## config.mk

```make
export PLATFORM = sky130hd
export DESIGN_NAME = load_store_unit
export DESIGN_NICKNAME = d
export VERILOG_FILES = /design/src/rtl/load_store_unit.sv
export SDC_FILE = /design/constraint.sdc
export NUM_CORES = 1
export LEC_CHECK = 0
export ABC_CLOCK_PERIOD_IN_PS = 4920
export CORE_ASPECT_RATIO = 1.4
export CORE_UTILIZATION = 28
export CTS_CLUSTER_SIZE = 14
export DETAILED_ROUTE_END_ITERATION = 6
export MAX_ROUTING_LAYER = met4
export PLACE_DENSITY_LB_ADDON = 0.15
export SLEW_MARGIN = 30
export SYNTH_ARGS = -nofsm -noshare
export SYNTH_HDL_FRONTEND = slang
export SYNTH_SLANG_ARGS = --single-unit
```

## constraint.sdc

```tcl
create_clock -name clk -period 4.92 [get_ports clk]
set_input_delay 0.738 -clock clk [delete_from_list [all_inputs] [get_ports clk]]
set_output_delay 0.738 -clock clk [all_outputs]
set_load 0.03 [all_outputs]
```

## src/rtl/load_store_unit.sv

```systemverilog
// Data-memory stage: decodes RV32I loads/stores, runs a valid/ready
// request plus response to data memory, returns the extended load value.
module load_store_unit #(
   parameter int unsigned RSP_TIMEOUT = 255
) (
   input  logic        clk,
   input  logic        reset_n,
   input  logic [16:0] full_inst,
   input  logic [31:0] addr,
   input  logic [31:0] store_data,
   output logic        stall,
   output logic [31:0] mem_out,
   output logic        mem_out_valid,
   output logic        misalign,
   output logic        bus_error,
   output logic        mem_req_valid,
   input  logic        mem_req_ready,
   output logic        mem_req_we,
   output logic [31:0] mem_req_addr,
   output logic [3:0]  mem_req_be,
   output logic [31:0] mem_req_wdata,
   input  logic        mem_rsp_valid,
   input  logic [31:0] mem_rsp_rdata
);

   typedef enum logic [1:0] {IDLE, REQ, WAIT, DONE} state_t;

   state_t      state;
   state_t      state_nxt;
   logic [6:0]  opcode;
   logic [2:0]  func3;
   logic        is_load;
   logic        is_store;
   logic        is_mem;
   logic        mem_go;
   logic [3:0]  be_d;
   logic [31:0] wdata_d;
   logic [15:0] cnt;
   logic        tmo;
   logic        timeout_hit;
   logic [2:0]  f3_q;
   logic [1:0]  off_q;
   logic        ld_q;
   logic        err_q;
   logic [31:0] data_q;
   logic [31:0] lane;
   logic [31:0] ext;
   logic        unused_func7;

   assign opcode       = full_inst[6:0];
   assign func3        = full_inst[9:7];
   assign unused_func7 = ^full_inst[16:10];

   always_comb begin
      is_load  = 1'b0;
      is_store = 1'b0;
      if (opcode == 7'b0000011)
         is_load = func3 inside {3'b000, 3'b001, 3'b010, 3'b100, 3'b101};
      if (opcode == 7'b0100011)
         is_store = func3 inside {3'b000, 3'b001, 3'b010};
   end

   assign is_mem = is_load | is_store;

   always_comb begin
      misalign = 1'b0;
      if (is_mem) begin
         case (func3[1:0])
            2'b01:   misalign = addr[0];
            2'b10:   misalign = |addr[1:0];
            default: misalign = 1'b0;
         endcase
      end
   end

   assign mem_go = is_mem & ~misalign;

   // Stores replicate the datum on every lane; byte enables pick the target.
   always_comb begin
      be_d    = 4'b1111;
      wdata_d = '0;
      if (is_store) begin
         case (func3[1:0])
            2'b00: begin
               be_d    = 4'b0001 << addr[1:0];
               wdata_d = {4{store_data[7:0]}};
            end
            2'b01: begin
               be_d    = addr[1] ? 4'b1100 : 4'b0011;
               wdata_d = {2{store_data[15:0]}};
            end
            default: wdata_d = store_data;
         endcase
      end
   end

   assign lane = mem_rsp_rdata >> {off_q, 3'b000};

   always_comb begin
      case (f3_q)
         3'b000:  ext = {{24{lane[7]}}, lane[7:0]};
         3'b001:  ext = {{16{lane[15]}}, lane[15:0]};
         3'b100:  ext = {24'd0, lane[7:0]};
         3'b101:  ext = {16'd0, lane[15:0]};
         default: ext = lane;
      endcase
   end

   assign tmo = (cnt >= 16'(RSP_TIMEOUT - 1));

   // A response in the last allowed cycle still completes normally.
   assign timeout_hit = ((state == REQ) && tmo) ||
                        ((state == WAIT) && !mem_rsp_valid && tmo);

   always_ff @(posedge clk or negedge reset_n) begin
      if (!reset_n) begin
         state <= IDLE;
      end else begin
         state <= state_nxt;
      end
   end

   always_comb begin
      state_nxt = state;
      case (state)
         IDLE: if (mem_go) state_nxt = REQ;
         REQ: begin
            if (tmo)                state_nxt = DONE;
            else if (mem_req_ready) state_nxt = WAIT;
         end
         WAIT: begin
            if (mem_rsp_valid)      state_nxt = DONE;
            else if (tmo)           state_nxt = DONE;
         end
         default: state_nxt = IDLE;
      endcase
   end

   always_ff @(posedge clk or negedge reset_n) begin
      if (!reset_n) begin
         cnt           <= '0;
         mem_req_we    <= 1'b0;
         mem_req_addr  <= '0;
         mem_req_be    <= '0;
         mem_req_wdata <= '0;
         f3_q          <= '0;
         off_q         <= '0;
         ld_q          <= 1'b0;
         err_q         <= 1'b0;
         data_q        <= '0;
      end else begin
         if ((state == IDLE) && mem_go) begin
            cnt           <= '0;
            mem_req_we    <= is_store;
            mem_req_addr  <= {addr[31:2], 2'b00};
            mem_req_be    <= be_d;
            mem_req_wdata <= wdata_d;
            f3_q          <= func3;
            off_q         <= addr[1:0];
            ld_q          <= is_load;
            err_q         <= 1'b0;
            data_q        <= '0;
         end else if ((state == REQ) || (state == WAIT)) begin
            cnt <= cnt + 16'd1;
         end
         if (timeout_hit) begin
            err_q  <= 1'b1;
            data_q <= '0;
         end else if ((state == WAIT) && mem_rsp_valid) begin
            data_q <= ld_q ? ext : '0;
         end
      end
   end

   always_comb begin
      stall         = mem_go && (state != DONE);
      mem_req_valid = (state == REQ);
      mem_out_valid = (state == DONE) && ld_q && !err_q;
      bus_error     = (state == DONE) && err_q;
      mem_out       = (state == DONE) ? data_q : '0;
   end

endmodule
```

# After elaboration in Yosys (flattened, before gate mapping)
# Cells that the tools add are included.
[op_classes]
add_sub_neg = 1
n_lt_le_gt_ge = 1
eq_ne = 18
n_shift = 2
muxes = 25
n_bitwise = 3
n_reduce_logical = 24
[op_table]
columns = ["operator", "n"]
rows = [
  ["$mux 32", 6],
  ["$pmux 32 s4", 1],
  ["$pmux 32 s2", 1],
  ["$mux 16", 2],
  ["$shr 32x5->32", 1],
  ["$add 16x1->16 const B", 1],
  ["$ge 16x8->1 const B", 1],
  ["$eq 3x3->1 const B", 4],
  ["$mux 2", 5],
  ["$logic_and 1x1->1", 9],
  ["$mux 4", 2],
  ["$pmux 4 s2", 1],
  ["$eq 7x2->1 const B", 1],
  ["$eq 7x6->1 const B", 1],
  ["$eq 2x2->1 const B", 3],
  ["$eq 3x1->1 const B", 2],
  ["$logic_not 3->1", 2],
  ["$pmux 2 s3", 1],
  ["$reduce_bool 3->1", 2],
  ["$mux 1", 5],
  ["$reduce_bool 5->1", 1],
  ["$eq 2x1->1 const B", 2],
  ["$logic_not 2->1", 2],
  ["$ne 2x2->1 const B", 2],
  ["13 further kinds", 16],
]
[word_totals]
regBits = 124
inputBits = 117
output_inout_bits = 106
elab_cells = 85

# Logic depth before layout (Yosys ltp)
# Gate-level depths: netlist (run 1).
[depth]
ltp_word = 11
ltp_mapped = 10
mapped_depth_nobuf = 7

# Worst setup path before layout (run 1)
# Ideal clock, no wire load.
[synth_path]
path_kind = "in2out"
start = "input full_inst[8]"
end = "output stall"
arrival_time_ns = 1.976
t_required_ns = 4.182
path_slack_ns = 2.206
path_stages = 7
n_path_buf = 1
cell_sequence = "inv_1 ha_1 buf_2 nor4_1 a21oi_1 nand3_1 nor2_1"
[synth_between]
elab_chain_len = 8
elab_cells_between_ends = 17
[synth_rtl]
columns = ["item", "line_no", "text"]
rows = [
  ["from (decl)", "8", "input logic [16:0] full_inst,"],
  ["$eq 3x1->1 (tied with other cells)", "58, 60", ""],
  ["$reduce_bool 5->1 / $reduce_bool 3->1 (equally long branches)", "58, 60", ""],
  ["$mux 1, on equally long branches", "57, 59", ""],
  ["$or 1x1->1", "63", "assign is_mem = is_load | is_store;"],
  ["$mux 1", "67", "if (is_mem) begin"],
  ["$not 1->1", "76", "assign mem_go = is_mem & ~misalign;"],
  ["$and 1x1->1 (*)", "76", ""],
  ["$logic_and 1x1->1 (*)", "176", "stall = mem_go && (state != DONE);"],
  ["to (decl)", "11", "output logic stall,"],
]
# Every way passes the cells marked *; elsewhere a longest branch is shown, timed or not.

# Worst setup path in the final report (run 1)
# Ends and elaborated chain as after synthesis.

==> flow_summary.html, run 1 <==
<table>
<tr><th>Metric</th><th>Value</th></tr>
<tr><th colspan="2">Run status</th></tr>
<tr><td>Result of the run</td><td>complete, no violations</td></tr>
<tr><th colspan="2">Synthesis</th></tr>
<tr><td>Async set-or-reset flop fraction in the synthesized netlist</td><td>100.0%</td></tr>
<tr><td>Combined area of all synthesized cells</td><td>6291 sq um</td></tr>
<tr><td>Number of synthesized flops with an enable pin</td><td>0</td></tr>
<tr><td>Mapped Cells</td><td>649</td></tr>
<tr><td>Cell types with the largest area share after synthesis</td><td>dfrtp_1, nand2_1, and2_1</td></tr>
<tr><td>Register bit count reported by yosys</td><td>124</td></tr>
<tr><td>Synthesized area per cell</td><td>9.693 sq um</td></tr>
<tr><td>Dominant cell type by area after synthesis</td><td>dfrtp_1</td></tr>
<tr><td>Number of warnings reported in the yosys synthesis log</td><td>0</td></tr>
<tr><td>Top FF cell, synth</td><td>dfrtp_1</td></tr>
<tr><td>Synth top area share</td><td>49.32%</td></tr>
<tr><td>Library cells used by synthesis</td><td>50</td></tr>
<tr><td>Sequential element share of the synthesized area</td><td>49.32%</td></tr>
<tr><th colspan="2">Drt</th></tr>
<tr><td>1st-pass router iterations</td><td>4</td></tr>
<tr><td>Final Routed Wirelength</td><td>19130 um</td></tr>
<tr><td>DRC marker count from the first detailed-route iteration</td><td>309</td></tr>
<tr><td>Via/cell ratio</td><td>4.656</td></tr>
<tr><td>Final routed wire length divided by cell count</td><td>16.54 um</td></tr>
<tr><td>Final ANT Viol Nets</td><td>0</td></tr>
<tr><td>Remaining DRCs</td><td>0</td></tr>
<tr><td>Total number of vias</td><td>5387</td></tr>
<tr><th colspan="2">Power</th></tr>
<tr><td>Leakage Power</td><td>4.244 nW</td></tr>
<tr><td>Overall Power</td><td>3.344 mW</td></tr>
<tr><td>Peak VDD IR</td><td>0.2924 mV</td></tr>
<tr><td>Power per unit of standard cell area</td><td>363.4 nW/um^2</td></tr>
<tr><th colspan="2">Placed design</th></tr>
<tr><td>Port Buffers</td><td>213</td></tr>
<tr><td>Final weighted congestion in routability-driven placement</td><td>0.7392</td></tr>
<tr><td>Cell count after placement</td><td>1125</td></tr>
<tr><td>Post-DP HPWL</td><td>13500 um</td></tr>
<tr><th colspan="2">Timing</th></tr>
<tr><td>Final setup skew</td><td>0.01367 ns</td></tr>
<tr><td>Setup_tns</td><td>0 ns</td></tr>
<tr><td>Maximum clock rate</td><td>0.2439 GHz</td></tr>
<tr><td>Final Max Tran Viols</td><td>0</td></tr>
<tr><td>Post-route clock period utilization</td><td>83.35%</td></tr>
<tr><td>RSZ-0062 raised after global routing</td><td>no</td></tr>
<tr><td>Final count of hold timing violations</td><td>0</td></tr>
<tr><td>Count of endpoints failing setup in the final report</td><td>0</td></tr>
<tr><td>Final Critical Period</td><td>4.101 ns</td></tr>
<tr><td>Worst Max-Slew Pin Slew</td><td>0.7386 ns</td></tr>
<tr><td>Worst slew margin relative to its limit</td><td>50.76%</td></tr>
<tr><th colspan="2">Critical path</th></tr>
<tr><td>CP top delay family</td><td>buffers and inverters</td></tr>
<tr><td>Reg-to-Reg End</td><td>data_q[30]</td></tr>
<tr><td>Ordered cell list for the critical path</td><td>clkdlybuf4s50_1 &gt; inv_1 &gt; ha_1 &gt; o21bai_1 &gt; a21oi_1 &gt; nand3_1 &gt; nor2_1 &gt; clkdlybuf4s50_1</td></tr>
<tr><td>Worst reg-to-reg setup slack</td><td>2.63 ns</td></tr>
<tr><td>Critical path required time</td><td>4.18 ns</td></tr>
<tr><td>CP startpoint kind</td><td>input pin</td></tr>
<tr><td>Logic depth of the worst register-to-register path</td><td>6</td></tr>
<tr><td>Startpoint of the worst register-to-register path</td><td>off_q[1]</td></tr>
<tr><td>Setup crit start</td><td>full_inst[8]</td></tr>
<tr><td>Endpoint arrival time on the critical path</td><td>3.36 ns</td></tr>
<tr><td>Critical path class</td><td>in -&gt; out</td></tr>
<tr><td>Peak per-stage delay on the critical path</td><td>0.71 ns</td></tr>
<tr><td>Slowest library cell on the worst path</td><td>clkdlybuf4s50_1</td></tr>
<tr><td>Top cell by count, worst path</td><td>clkdlybuf4s50_1</td></tr>
<tr><td>Crit path depth</td><td>8</td></tr>
<tr><td>Crit path capture type</td><td>primary output</td></tr>
<tr><td>CP Buf/Inv Count</td><td>3</td></tr>
<tr><td>Capturing element of the worst setup path</td><td>stall</td></tr>
<tr><td>Top fanout value on the critical path</td><td>16</td></tr>
<tr><th colspan="2">GRT</th></tr>
<tr><td>Overall track demand over capacity in global routing</td><td>17.59%</td></tr>
<tr><td>Highest-utilization routing layer at the global route stage</td><td>met2</td></tr>
<tr><td>Antenna violations before repair</td><td>0</td></tr>
<tr><td>Wire length of the first global-routing pass</td><td>29860 um</td></tr>
<tr><td>Vias in the first global route</td><td>5477</td></tr>
<tr><td>Met1 Use GR</td><td>21.33%</td></tr>
<tr><td>Pin count of the biggest net entering global routing</td><td>58</td></tr>
<tr><td>Remaining global-route overflow</td><td>0</td></tr>
<tr><td>Fraction of met3 tracks used by global routing</td><td>4.810%</td></tr>
<tr><td>Met2 capacity usage during global routing</td><td>28.63%</td></tr>
<tr><th colspan="2">Floorplan</th></tr>
<tr><td>Initial core utilization</td><td>28.67%</td></tr>
<tr><td>Total die area</td><td>23080 sq um</td></tr>
<tr><td>Core area</td><td>21940 sq um</td></tr>
<tr><td>Die Span Y</td><td>179.4 um</td></tr>
<tr><td>Io pins</td><td>223</td></tr>
<tr><td>Floorplan row count</td><td>64</td></tr>
<tr><td>Die width</td><td>128.7 um</td></tr>
<tr><th colspan="2">CTS</th></tr>
<tr><td>Hold buffer count at CTS</td><td>0</td></tr>
<tr><td>Clock input transition at the sequential cells of the worst setup and hold paths</td><td>0.06 ns</td></tr>
<tr><td>Count of buffers added by post-CTS timing repair for setup</td><td>0</td></tr>
<tr><td>Number of sinks driven by the clock tree</td><td>124</td></tr>
<tr><td>Library cell used as clock root buffer</td><td>clkbuf_16</td></tr>
<tr><td>H-Tree Level Count</td><td>4</td></tr>
<tr><td>Cts repair resizes</td><td>0</td></tr>
<tr><td>Clock latency at the later pin of the worst-skew pair</td><td>0.42 ns</td></tr>
<tr><td>Total CTS buffers</td><td>17</td></tr>
<tr><td>CTS tree</td><td>built</td></tr>
<tr><td>Buffer levels on the longest clock path</td><td>2</td></tr>
<tr><th colspan="2">Finish</th></tr>
<tr><td>Fillcell total</td><td>2208</td></tr>
<tr><td>Finished Layout Cells</td><td>1157</td></tr>
<tr><td>Fraction of layout cells with a size suffix above 1</td><td>10.00%</td></tr>
<tr><td>Relative area change from synthesis to final layout</td><td>46.30%</td></tr>
<tr><td>Diode insertion count for antenna repair</td><td>0</td></tr>
<tr><td>Final layout net count</td><td>975</td></tr>
<tr><td>Multi-input gate area in the final layout</td><td>2903 sq um</td></tr>
<tr><td>Register area</td><td>3103 sq um</td></tr>
<tr><td>Fin util</td><td>41.95%</td></tr>
<tr><th colspan="2">Min path</th></tr>
<tr><td>Worst hold path type</td><td>in -&gt; async</td></tr>
<tr><th colspan="2">Job</th></tr>
<tr><td>Max-Cap Viols</td><td>0</td></tr>
</table>
logic make-up after synthesis:
group / after synthesis / synth area share, %
AND/OR/NAND/NOR: 277 / 19.89
AO/OA/AOI/OAI: 135 / 17.01
flip-flops: 124 / 49.32
buffers and inverters: 58 / 4.793
multiplexers: 28 / 4.654
XOR/XNOR: 15 / 2.088
adder cells (fa/ha/maj): 11 / 2.188
other: 1 / 0.05961
cell type report:
type,count,area share (%)
timing repair buffer,222,23.87
clock buffer,17,4.622
sequential,124,33.71
tap,297,4.038
multi-input combinational,468,31.54
inverter,14,0.5710
clock inverter,15,1.645
flip-flops by register name, summed over array words and instances, names as in the netlist:
name,count
mem_req_wdata,32
ld_q,1
cnt,16
mem_req_addr,30
f3_q,3
mem_req_we,1
err_q,1
off_q,2
data_q,32
mem_req_be,4
state,2
worst register-to-register path, delay by kind of cell (launching register included):
family,cells,cell delay (ns)
flip-flops,1,0.32
AO/OA/AOI/OAI,4,0.96
buffers and inverters,1,0.32
AND/OR/NAND/NOR,1,0.63
cells in the final DEF, fill, tap and decap left out, types with 3 or more instances in the layout:
| cell type | instances |
|---|---|
| a211o_1 | 7 |
| ha_1 | 10 |
| mux2_2 | 10 |
| inv_1 | 14 |
| nor2b_1 | 10 |
| nand2_1 | 173 |
| clkdlybuf4s50_1 | 212 |
| inv_6 | 7 |
| a21oi_1 | 13 |
| mux2i_1 | 18 |
| nor4_1 | 3 |
| o211ai_1 | 17 |
| a22o_2 | 19 |
| and2_1 | 35 |
| nand3_1 | 8 |
| a22oi_1 | 8 |
| a31oi_1 | 3 |
| dfrtp_1 | 124 |
| nand4_1 | 5 |
| and3_1 | 4 |
| buf_4 | 10 |
| xnor2_1 | 3 |
| xor2_1 | 12 |
| a32o_1 | 7 |
| o21ai_0 | 23 |
| clkbuf_16 | 17 |
| a22o_1 | 20 |
| nor2_1 | 29 |
worst min path at each step:
stage,startpoint,to,slack [ns],cells past startpoint
6_report,reset_n,data_q[11],0.26,1
5_1_grt,reset_n,data_q[11],0.29,1
4_1_cts,reset_n,data_q[12],0.26,1
3_5_place_dp,mem_req_wdata[8],mem_req_wdata[8],0.46,2
3_3_place_gp,mem_req_wdata[14],mem_req_wdata[14],0.45,2
2_1_floorplan,reset_n,cnt[0],0.44,0
metal layers:
layer	wire [um]	share of wire (%)
met4	195	1.0
met3	1185	6.2
met2	9530	50
met1	8221	43
met5	0	0
power by group:
group | internal [mW] | switching, mW | leakage [nW] | total, mW
Combinational | 0.379 | 0.515 | 2.27 | 0.894
Sequential | 1.12 | 0.0873 | 1.69 | 1.21
Clock | 0.713 | 0.530 | 0.280 | 1.24
Total | 2.21 | 1.13 | 4.24 | 3.34
stage by stage:
stage                     instance area, sq um  hold WS, ns  setup WS (ns)
final                                     9204       0.2611         0.8192
after global routing                      9204       0.2850         0.6043
after CTS                                 9204       0.2637         0.7872
after detailed placement                  8627       0.4559         0.7938
after global placement                    8625       0.4486         0.7907
after floorplan                           6295       0.4424          2.206
synthesized netlist by cell type, types with 2 or more instances:
cell / n
nor2_1: 29
o21a_4: 2
nor4_1: 3
nand4_1: 5
and2_1: 35
nor3_1: 2
a31oi_1: 3
xnor2_1: 3
nand2_1: 173
o21ai_0: 23
a22o_1: 20
and3_1: 4
dfrtp_1: 124
buf_6: 7
o21bai_1: 2
o2bb2ai_1: 2
a22oi_1: 8
a32o_1: 7
nand3_1: 8
nand4_2: 2
or2_2: 2
o211ai_1: 17
ha_1: 11
buf_4: 3
o22a_1: 2
a22o_2: 19
mux2_2: 10
buf_2: 16
a211o_1: 7
clkbuf_1: 18
mux2i_1: 18
a21oi_1: 13
nor2b_1: 10
xor2_1: 12
inv_1: 14
Power figures use the tool's default switching activity.
==> run 2, diff against run 1 <==
--- a/config.mk
+++ b/config.mk
@@ -5,7 +5,7 @@
 export SDC_FILE = /design/constraint.sdc
 export NUM_CORES = 1
 export LEC_CHECK = 0
-export ABC_CLOCK_PERIOD_IN_PS = 4920
+export ABC_CLOCK_PERIOD_IN_PS = 4300
 export CORE_ASPECT_RATIO = 1.4
 export CORE_UTILIZATION = 28
 export CTS_CLUSTER_SIZE = 14
==> constraint.sdc (replaced) <==
create_clock -name clk -period 4.3 [get_ports clk]
set_input_delay 0.645 -clock clk [delete_from_list [all_inputs] [get_ports clk]]
set_output_delay 0.645 -clock clk [all_outputs]
set_load 0.03 [all_outputs]
==> flow_summary.html, run 2 (synthesis gave the netlist of run 1 again) <==
<table>
<tr><th>Metric</th><th>Value</th></tr>
<tr><th colspan="2">Timing</th></tr>
<tr><td>Count of endpoints failing setup in the final report</td><td>0</td></tr>
<tr><td>Final setup skew</td><td>0.009437 ns</td></tr>
<tr><td>Worst slew margin relative to its limit</td><td>45.33%</td></tr>
<tr><td>Final Max Tran Viols</td><td>0</td></tr>
<tr><td>Worst Max-Slew Pin Slew</td><td>0.8201 ns</td></tr>
<tr><td>Post-route clock period utilization</td><td>85.31%</td></tr>
<tr><td>Final Critical Period</td><td>3.668 ns</td></tr>
<tr><td>Final count of hold timing violations</td><td>0</td></tr>
<tr><td>Setup_tns</td><td>0 ns</td></tr>
<tr><td>Maximum clock rate</td><td>0.2726 GHz</td></tr>
<tr><td>RSZ-0062 raised after global routing</td><td>no</td></tr>
<tr><th colspan="2">Finish</th></tr>
<tr><td>Post-Layout Inst Area</td><td>9299 sq um</td></tr>
<tr><td>Final layout net count</td><td>978</td></tr>
<tr><td>Relative area change from synthesis to final layout</td><td>47.81%</td></tr>
<tr><td>Leading cell types in the layout, fill and taps excluded</td><td>clkdlybuf4s50_1, nand2_1, dfrtp_1, and2_1, nor2_1</td></tr>
<tr><td>Most common library cell in the layout ignoring fill and taps</td><td>clkdlybuf4s50_1</td></tr>
<tr><td>Fraction of layout cells with a size suffix above 1</td><td>10.20%</td></tr>
<tr><td>Top Registers</td><td>data_q (32), mem_req_wdata (32), mem_req_addr (30)</td></tr>
<tr><td>Finished Layout Cells</td><td>1160</td></tr>
<tr><td>Diode insertion count for antenna repair</td><td>0</td></tr>
<tr><th colspan="2">CTS</th></tr>
<tr><td>Count of buffers added by post-CTS timing repair for setup</td><td>0</td></tr>
<tr><td>Total CTS buffers</td><td>17</td></tr>
<tr><td>Clock latency at the later pin of the worst-skew pair</td><td>0.41 ns</td></tr>
<tr><td>Library cell used as clock root buffer</td><td>clkbuf_16</td></tr>
<tr><td>Hold buffer count at CTS</td><td>0</td></tr>
<tr><td>Number of sinks driven by the clock tree</td><td>124</td></tr>
<tr><td>Cts repair resizes</td><td>0</td></tr>
<tr><td>Buffer levels on the longest clock path</td><td>2</td></tr>
<tr><td>H-Tree Level Count</td><td>4</td></tr>
<tr><td>CTS tree</td><td>built</td></tr>
<tr><td>Clock input transition at the sequential cells of the worst setup and hold paths</td><td>0.06 ns</td></tr>
<tr><th colspan="2">GRT</th></tr>
<tr><td>Fraction of met3 tracks used by global routing</td><td>5.048%</td></tr>
<tr><td>Met2 capacity usage during global routing</td><td>28.60%</td></tr>
<tr><td>Vias in the first global route</td><td>5492</td></tr>
<tr><td>Wire length of the first global-routing pass</td><td>30140 um</td></tr>
<tr><td>Pin count of the biggest net entering global routing</td><td>67</td></tr>
<tr><td>Met1 Use GR</td><td>21.44%</td></tr>
<tr><td>Overall track demand over capacity in global routing</td><td>17.66%</td></tr>
<tr><td>Highest-utilization routing layer at the global route stage</td><td>met2</td></tr>
<tr><td>Antenna violations before repair</td><td>0</td></tr>
<tr><td>Remaining global-route overflow</td><td>0</td></tr>
<tr><th colspan="2">Drt</th></tr>
<tr><td>Remaining DRCs</td><td>0</td></tr>
<tr><td>1st-pass router iterations</td><td>4</td></tr>
<tr><td>DRC marker count from the first detailed-route iteration</td><td>246</td></tr>
<tr><td>Via/cell ratio</td><td>4.678</td></tr>
<tr><td>Final ANT Viol Nets</td><td>0</td></tr>
<tr><td>Final Routed Wirelength</td><td>19110 um</td></tr>
<tr><td>Final routed wire length divided by cell count</td><td>16.47 um</td></tr>
<tr><td>Total number of vias</td><td>5427</td></tr>
<tr><th colspan="2">Critical path</th></tr>
<tr><td>Top cell by count, worst path</td><td>clkdlybuf4s50_1</td></tr>
<tr><td>Startpoint of the worst register-to-register path</td><td>cnt[0]</td></tr>
<tr><td>Top fanout value on the critical path</td><td>11</td></tr>
<tr><td>CP startpoint kind</td><td>input pin</td></tr>
<tr><td>Critical path required time</td><td>3.65 ns</td></tr>
<tr><td>Peak per-stage delay on the critical path</td><td>0.72 ns</td></tr>
<tr><td>Ordered cell list for the critical path</td><td>clkdlybuf4s50_1 &gt; inv_1 &gt; ha_1 &gt; buf_4 &gt; nor4_1 &gt; a21oi_1 &gt; nand3_1 &gt; nor2_1 &gt; clkdlybuf4s50_1</td></tr>
<tr><td>Logic depth of the worst register-to-register path</td><td>7</td></tr>
<tr><td>Slowest library cell on the worst path</td><td>clkdlybuf4s50_1</td></tr>
<tr><td>Crit path capture type</td><td>primary output</td></tr>
<tr><td>Endpoint arrival time on the critical path</td><td>3.02 ns</td></tr>
<tr><td>Critical path class</td><td>in -&gt; out</td></tr>
<tr><td>Setup crit start</td><td>full_inst[7]</td></tr>
<tr><td>Reg-to-Reg End</td><td>data_q[8]</td></tr>
<tr><td>Worst reg-to-reg setup slack</td><td>2.12 ns</td></tr>
<tr><th colspan="2">Floorplan</th></tr>
<tr><td>Core area</td><td>21940 sq um</td></tr>
<tr><td>Initial core utilization</td><td>28.67%</td></tr>
<tr><td>Die width</td><td>128.7 um</td></tr>
<tr><td>Die Span Y</td><td>179.4 um</td></tr>
<tr><td>Io pins</td><td>223</td></tr>
<tr><td>Total die area</td><td>23080 sq um</td></tr>
<tr><td>Floorplan row count</td><td>64</td></tr>
<tr><th colspan="2">Placed design</th></tr>
<tr><td>Cell count after placement</td><td>1128</td></tr>
<tr><td>Port Buffers</td><td>213</td></tr>
<tr><td>Final weighted congestion in routability-driven placement</td><td>0.7471</td></tr>
<tr><td>Placed instance area</td><td>8672 sq um</td></tr>
<tr><td>Post-DP HPWL</td><td>13450 um</td></tr>
<tr><th colspan="2">Power</th></tr>
<tr><td>Overall Power</td><td>3.956 mW</td></tr>
<tr><td>Clock power frac</td><td>38.9%</td></tr>
<tr><td>Power per unit of standard cell area</td><td>425.4 nW/um^2</td></tr>
<tr><td>Portion of total power attributed to sequential cells</td><td>35.2%</td></tr>
<tr><td>Proportion of power drawn by combinational gates</td><td>25.9%</td></tr>
<tr><td>Peak VDD IR</td><td>0.3072 mV</td></tr>
<tr><td>Power dissipated by switching net loads</td><td>1.299 mW</td></tr>
<tr><td>Pint</td><td>2.657 mW</td></tr>
<tr><td>Leakage Power</td><td>4.293 nW</td></tr>
<tr><td>Switching share of total power</td><td>32.84%</td></tr>
<tr><th colspan="2">Run status</th></tr>
<tr><td>Result of the run</td><td>complete, no violations</td></tr>
<tr><th colspan="2">Min path</th></tr>
<tr><td>Worst hold path type</td><td>in -&gt; async</td></tr>
<tr><th colspan="2">Job</th></tr>
<tr><td>Max-Cap Viols</td><td>0</td></tr>
</table>
[run 2: cell count changes in the layout (fill, tap and decap cells not counted), sizes merged]
cell / before / now
bufinv: 1 / 3
buf: 10 / 13
clkinvlp: 2 / 1
clkinv: 3 / 2
[run 2: per-layer routing]
layer	vias to the layer above	part of all wire, %
met1	2605	43
li1	2628	-
met3	7	7.2
met2	187	49
met5	-	0
met4	0	0.64
[run 2: worst max path at each step]
stage / endpoint / slack [ns] / cells past startpoint
6_report: stall / 0.63 / 9
5_1_grt: stall / 0.46 / 9
4_1_cts: stall / 0.64 / 9
3_5_place_dp: stall / 0.63 / 9
3_3_place_gp: stall / 0.66 / 9
2_1_floorplan: stall / 1.77 / 7
[run 2: critical path: cells and delay by family]
family	cells	cell delay [ns]
adders and majority gates	1	0.15
and+or+nand+nor	3	0.42
buffers and inverters	4	1.46
AOI/OAI and AO/OA	1	0.34
[run 2: power groups by stage]
stage	Combinational, mW	Clock [mW]	Sequential (mW)
global placement	1.03	0	1.41
global route	1.12	1.64	1.41
floorplan	0.528	0	1.50
detailed placement	1.04	0	1.41
CTS	1.04	1.59	1.39
finish	1.02	1.54	1.39
[run 2: metrics by stage]
| stage | setup WS, ns | util, % | hold WS (ns) |
|---|---|---|---|
| final | 0.6319 | 42.38 | 0.3207 |
| after global routing | 0.4573 | 42.38 | 0.3771 |
| after CTS | 0.6360 | 42.38 | 0.3451 |
| after detailed placement | 0.6346 | 39.52 | 0.4591 |
| after global placement | 0.6573 | 39.52 | 0.4501 |
| after floorplan | 1.772 | - | 0.3494 |
[run 2: final cells by class]
cell class | count | area, sq um
clock buffer | 17 | 425.4
fill | 2222 | 12640
tap | 297 | 371.6
multi-input combinational | 468 | 2900
clock inverter | 15 | 201.4
timing repair buffer | 225 | 2245
inverter | 14 | 52.55
sequential | 124 | 3103
==> run 3, diff against run 2 <==
--- a/config.mk
+++ b/config.mk
@@ -7,7 +7,7 @@
 export LEC_CHECK = 0
 export ABC_CLOCK_PERIOD_IN_PS = 4300
 export CORE_ASPECT_RATIO = 1.4
-export CORE_UTILIZATION = 28
+export CORE_UTILIZATION = 46
 export CTS_CLUSTER_SIZE = 14
 export DETAILED_ROUTE_END_ITERATION = 6
 export MAX_ROUTING_LAYER = met4
==> flow_summary.html, run 3 (synthesis gave the netlist of run 1 again) <==
<table>
<tr><th>Metric</th><th>Value</th></tr>
<tr><th colspan="2">Run status</th></tr>
<tr><td>Result of the run</td><td>complete, no violations</td></tr>
<tr><th colspan="2">Drt</th></tr>
<tr><td>Final ANT Viol Nets</td><td>0</td></tr>
<tr><td>DRC marker count from the first detailed-route iteration</td><td>337</td></tr>
<tr><td>1st-pass router iterations</td><td>4</td></tr>
<tr><td>Final routed wire length divided by cell count</td><td>17.07 um</td></tr>
<tr><td>Via/cell ratio</td><td>5.402</td></tr>
<tr><td>Final Routed Wirelength</td><td>17770 um</td></tr>
<tr><td>Total number of vias</td><td>5623</td></tr>
<tr><td>Remaining DRCs</td><td>0</td></tr>
<tr><th colspan="2">Floorplan</th></tr>
<tr><td>Die width</td><td>100.8 um</td></tr>
<tr><td>Die Span Y</td><td>140.4 um</td></tr>
<tr><td>Initial core utilization</td><td>46.99%</td></tr>
<tr><td>Total die area</td><td>14150 sq um</td></tr>
<tr><td>Floorplan row count</td><td>50</td></tr>
<tr><td>Core area</td><td>13390 sq um</td></tr>
<tr><td>Io pins</td><td>223</td></tr>
<tr><th colspan="2">CTS</th></tr>
<tr><td>Library cell used as clock root buffer</td><td>clkbuf_16</td></tr>
<tr><td>Count of buffers added by post-CTS timing repair for setup</td><td>0</td></tr>
<tr><td>Clock latency at the later pin of the worst-skew pair</td><td>0.42 ns</td></tr>
<tr><td>Buffer levels on the longest clock path</td><td>2</td></tr>
<tr><td>CTS tree</td><td>built</td></tr>
<tr><td>Hold buffer count at CTS</td><td>0</td></tr>
<tr><td>Cts repair resizes</td><td>0</td></tr>
<tr><td>H-Tree Level Count</td><td>4</td></tr>
<tr><td>Clock input transition at the sequential cells of the worst setup and hold paths</td><td>0.06 ns</td></tr>
<tr><td>Total CTS buffers</td><td>17</td></tr>
<tr><td>Number of sinks driven by the clock tree</td><td>124</td></tr>
<tr><th colspan="2">Critical path</th></tr>
<tr><td>CP top delay family</td><td>buffers and inverters</td></tr>
<tr><td>Crit path capture type</td><td>primary output</td></tr>
<tr><td>Critical path class</td><td>in -&gt; out</td></tr>
<tr><td>Logic depth of the worst register-to-register path</td><td>5</td></tr>
<tr><td>Peak per-stage delay on the critical path</td><td>0.71 ns</td></tr>
<tr><td>Endpoint arrival time on the critical path</td><td>3.30 ns</td></tr>
<tr><td>Worst reg-to-reg setup slack</td><td>2.03 ns</td></tr>
<tr><td>Startpoint of the worst register-to-register path</td><td>off_q[1]</td></tr>
<tr><td>CP startpoint kind</td><td>input pin</td></tr>
<tr><td>Ordered cell list for the critical path</td><td>clkdlybuf4s50_1 &gt; inv_1 &gt; ha_1 &gt; o21bai_1 &gt; a21oi_1 &gt; nand3_1 &gt; nor2_1 &gt; clkdlybuf4s50_1</td></tr>
<tr><td>Top fanout value on the critical path</td><td>16</td></tr>
<tr><td>Top cell by count, worst path</td><td>clkdlybuf4s50_1</td></tr>
<tr><td>CP Buf/Inv Count</td><td>3</td></tr>
<tr><td>Critical path required time</td><td>3.65 ns</td></tr>
<tr><td>Slowest library cell on the worst path</td><td>clkdlybuf4s50_1</td></tr>
<tr><td>Reg-to-Reg End</td><td>data_q[19]</td></tr>
<tr><th colspan="2">Placed design</th></tr>
<tr><td>Port Buffers</td><td>213</td></tr>
<tr><td>Post-DP HPWL</td><td>12720 um</td></tr>
<tr><td>Post-Place Setup Slack</td><td>0.3947 ns</td></tr>
<tr><td>Final weighted congestion in routability-driven placement</td><td>0.8319</td></tr>
<tr><td>Placed instance area</td><td>8486 sq um</td></tr>
<tr><td>Cell count after placement</td><td>1009</td></tr>
<tr><th colspan="2">Timing</th></tr>
<tr><td>Post-route clock period utilization</td><td>91.71%</td></tr>
<tr><td>Worst slew margin relative to its limit</td><td>43.49%</td></tr>
<tr><td>Final setup skew</td><td>0.01043 ns</td></tr>
<tr><td>Final Max Tran Viols</td><td>0</td></tr>
<tr><td>Count of endpoints failing setup in the final report</td><td>0</td></tr>
<tr><td>RSZ-0062 raised after global routing</td><td>no</td></tr>
<tr><td>Final count of hold timing violations</td><td>0</td></tr>
<tr><td>Setup slack of the critical path after layout</td><td>0.3563 ns</td></tr>
<tr><td>Setup_tns</td><td>0 ns</td></tr>
<tr><td>Final Critical Period</td><td>3.944 ns</td></tr>
<tr><td>Worst Max-Slew Pin Slew</td><td>0.8476 ns</td></tr>
<tr><td>Final hold slack</td><td>0.3245 ns</td></tr>
<tr><td>Maximum clock rate</td><td>0.2536 GHz</td></tr>
<tr><th colspan="2">Finish</th></tr>
<tr><td>Top Registers</td><td>data_q (32), mem_req_wdata (32), mem_req_addr (30)</td></tr>
<tr><td>Finished Layout Cells</td><td>1041</td></tr>
<tr><td>Fin util</td><td>67.82%</td></tr>
<tr><td>Fraction of layout cells with a size suffix above 1</td><td>10.01%</td></tr>
<tr><td>Fillcell total</td><td>1153</td></tr>
<tr><td>Leading cell types in the layout, fill and taps excluded</td><td>clkdlybuf4s50_1, nand2_1, dfrtp_1, and2_1, nor2_1</td></tr>
<tr><td>Most common library cell in the layout ignoring fill and taps</td><td>clkdlybuf4s50_1</td></tr>
<tr><td>Relative area change from synthesis to final layout</td><td>44.33%</td></tr>
<tr><td>Post-Layout Inst Area</td><td>9080 sq um</td></tr>
<tr><td>Final layout net count</td><td>974</td></tr>
<tr><td>Diode insertion count for antenna repair</td><td>0</td></tr>
<tr><th colspan="2">GRT</th></tr>
<tr><td>Vias in the first global route</td><td>5760</td></tr>
<tr><td>Pin count of the biggest net entering global routing</td><td>67</td></tr>
<tr><td>Overall track demand over capacity in global routing</td><td>27.04%</td></tr>
<tr><td>Wire length of the first global-routing pass</td><td>28540 um</td></tr>
<tr><td>Remaining global-route overflow</td><td>0</td></tr>
<tr><td>Antenna violations before repair</td><td>0</td></tr>
<tr><th colspan="2">Power</th></tr>
<tr><td>Leakage Power</td><td>4.241 nW</td></tr>
<tr><td>Overall Power</td><td>3.840 mW</td></tr>
<tr><td>Peak VDD IR</td><td>0.2858 mV</td></tr>
<tr><td>Power per unit of standard cell area</td><td>422.9 nW/um^2</td></tr>
<tr><th colspan="2">Job</th></tr>
<tr><td>Max-Cap Viols</td><td>0</td></tr>
<tr><th colspan="2">Min path</th></tr>
<tr><td>Worst hold path type</td><td>in -&gt; async</td></tr>
</table>
[run 3: layer usage]
metal  vias up  share of wire [%]  track usage [%]
li1       2624                  -                -
met1      2751                 39            30.53
met2       210                 51            44.74
met3        38                5.9            5.988
met4         0                3.6            13.65
met5         -                  0                -
[run 3: worst max-delay path by stage]
stage / cells after the start / from / slack (ns) / end
2_1_floorplan: 7 / full_inst[8] / 1.77 / stall
3_3_place_gp: 8 / full_inst[8] / 0.43 / stall
3_5_place_dp: 8 / full_inst[8] / 0.39 / stall
4_1_cts: 8 / full_inst[8] / 0.41 / stall
5_1_grt: 8 / full_inst[8] / 0.21 / stall
6_report: 8 / full_inst[8] / 0.36 / stall
[run 3: final cells by class]
class | instances | area (sq um) | area share (%)
Clock buffer | 17 | 425.4 | 4.685
Clock inverter | 15 | 165.2 | 1.819
Inverter | 14 | 52.55 | 0.5788
Multi-Input combinational cell | 468 | 2903 | 31.97
Sequential cell | 124 | 3104 | 34.19
Tap cell | 182 | 227.7 | 2.508
Timing Repair Buffer | 221 | 2202 | 24.25
[run 3: where the power goes]
| part | switching, mW | internal, mW | leakage [nW] | total (mW) |
|---|---|---|---|---|
| logic | 0.576 | 0.434 | 2.27 | 1.01 |
| registers | 0.124 | 1.28 | 1.69 | 1.41 |
| clock network | 0.561 | 0.862 | 0.282 | 1.42 |
[run 3: worst reg2reg max path: stages, from the launching register on]
cell and delay [ns]:
dfrtp_2 0.72, nor2b_1 0.56, a21oi_1 0.14, a221oi_1 0.31, o21a_4 0.31, a22o_1 0.18
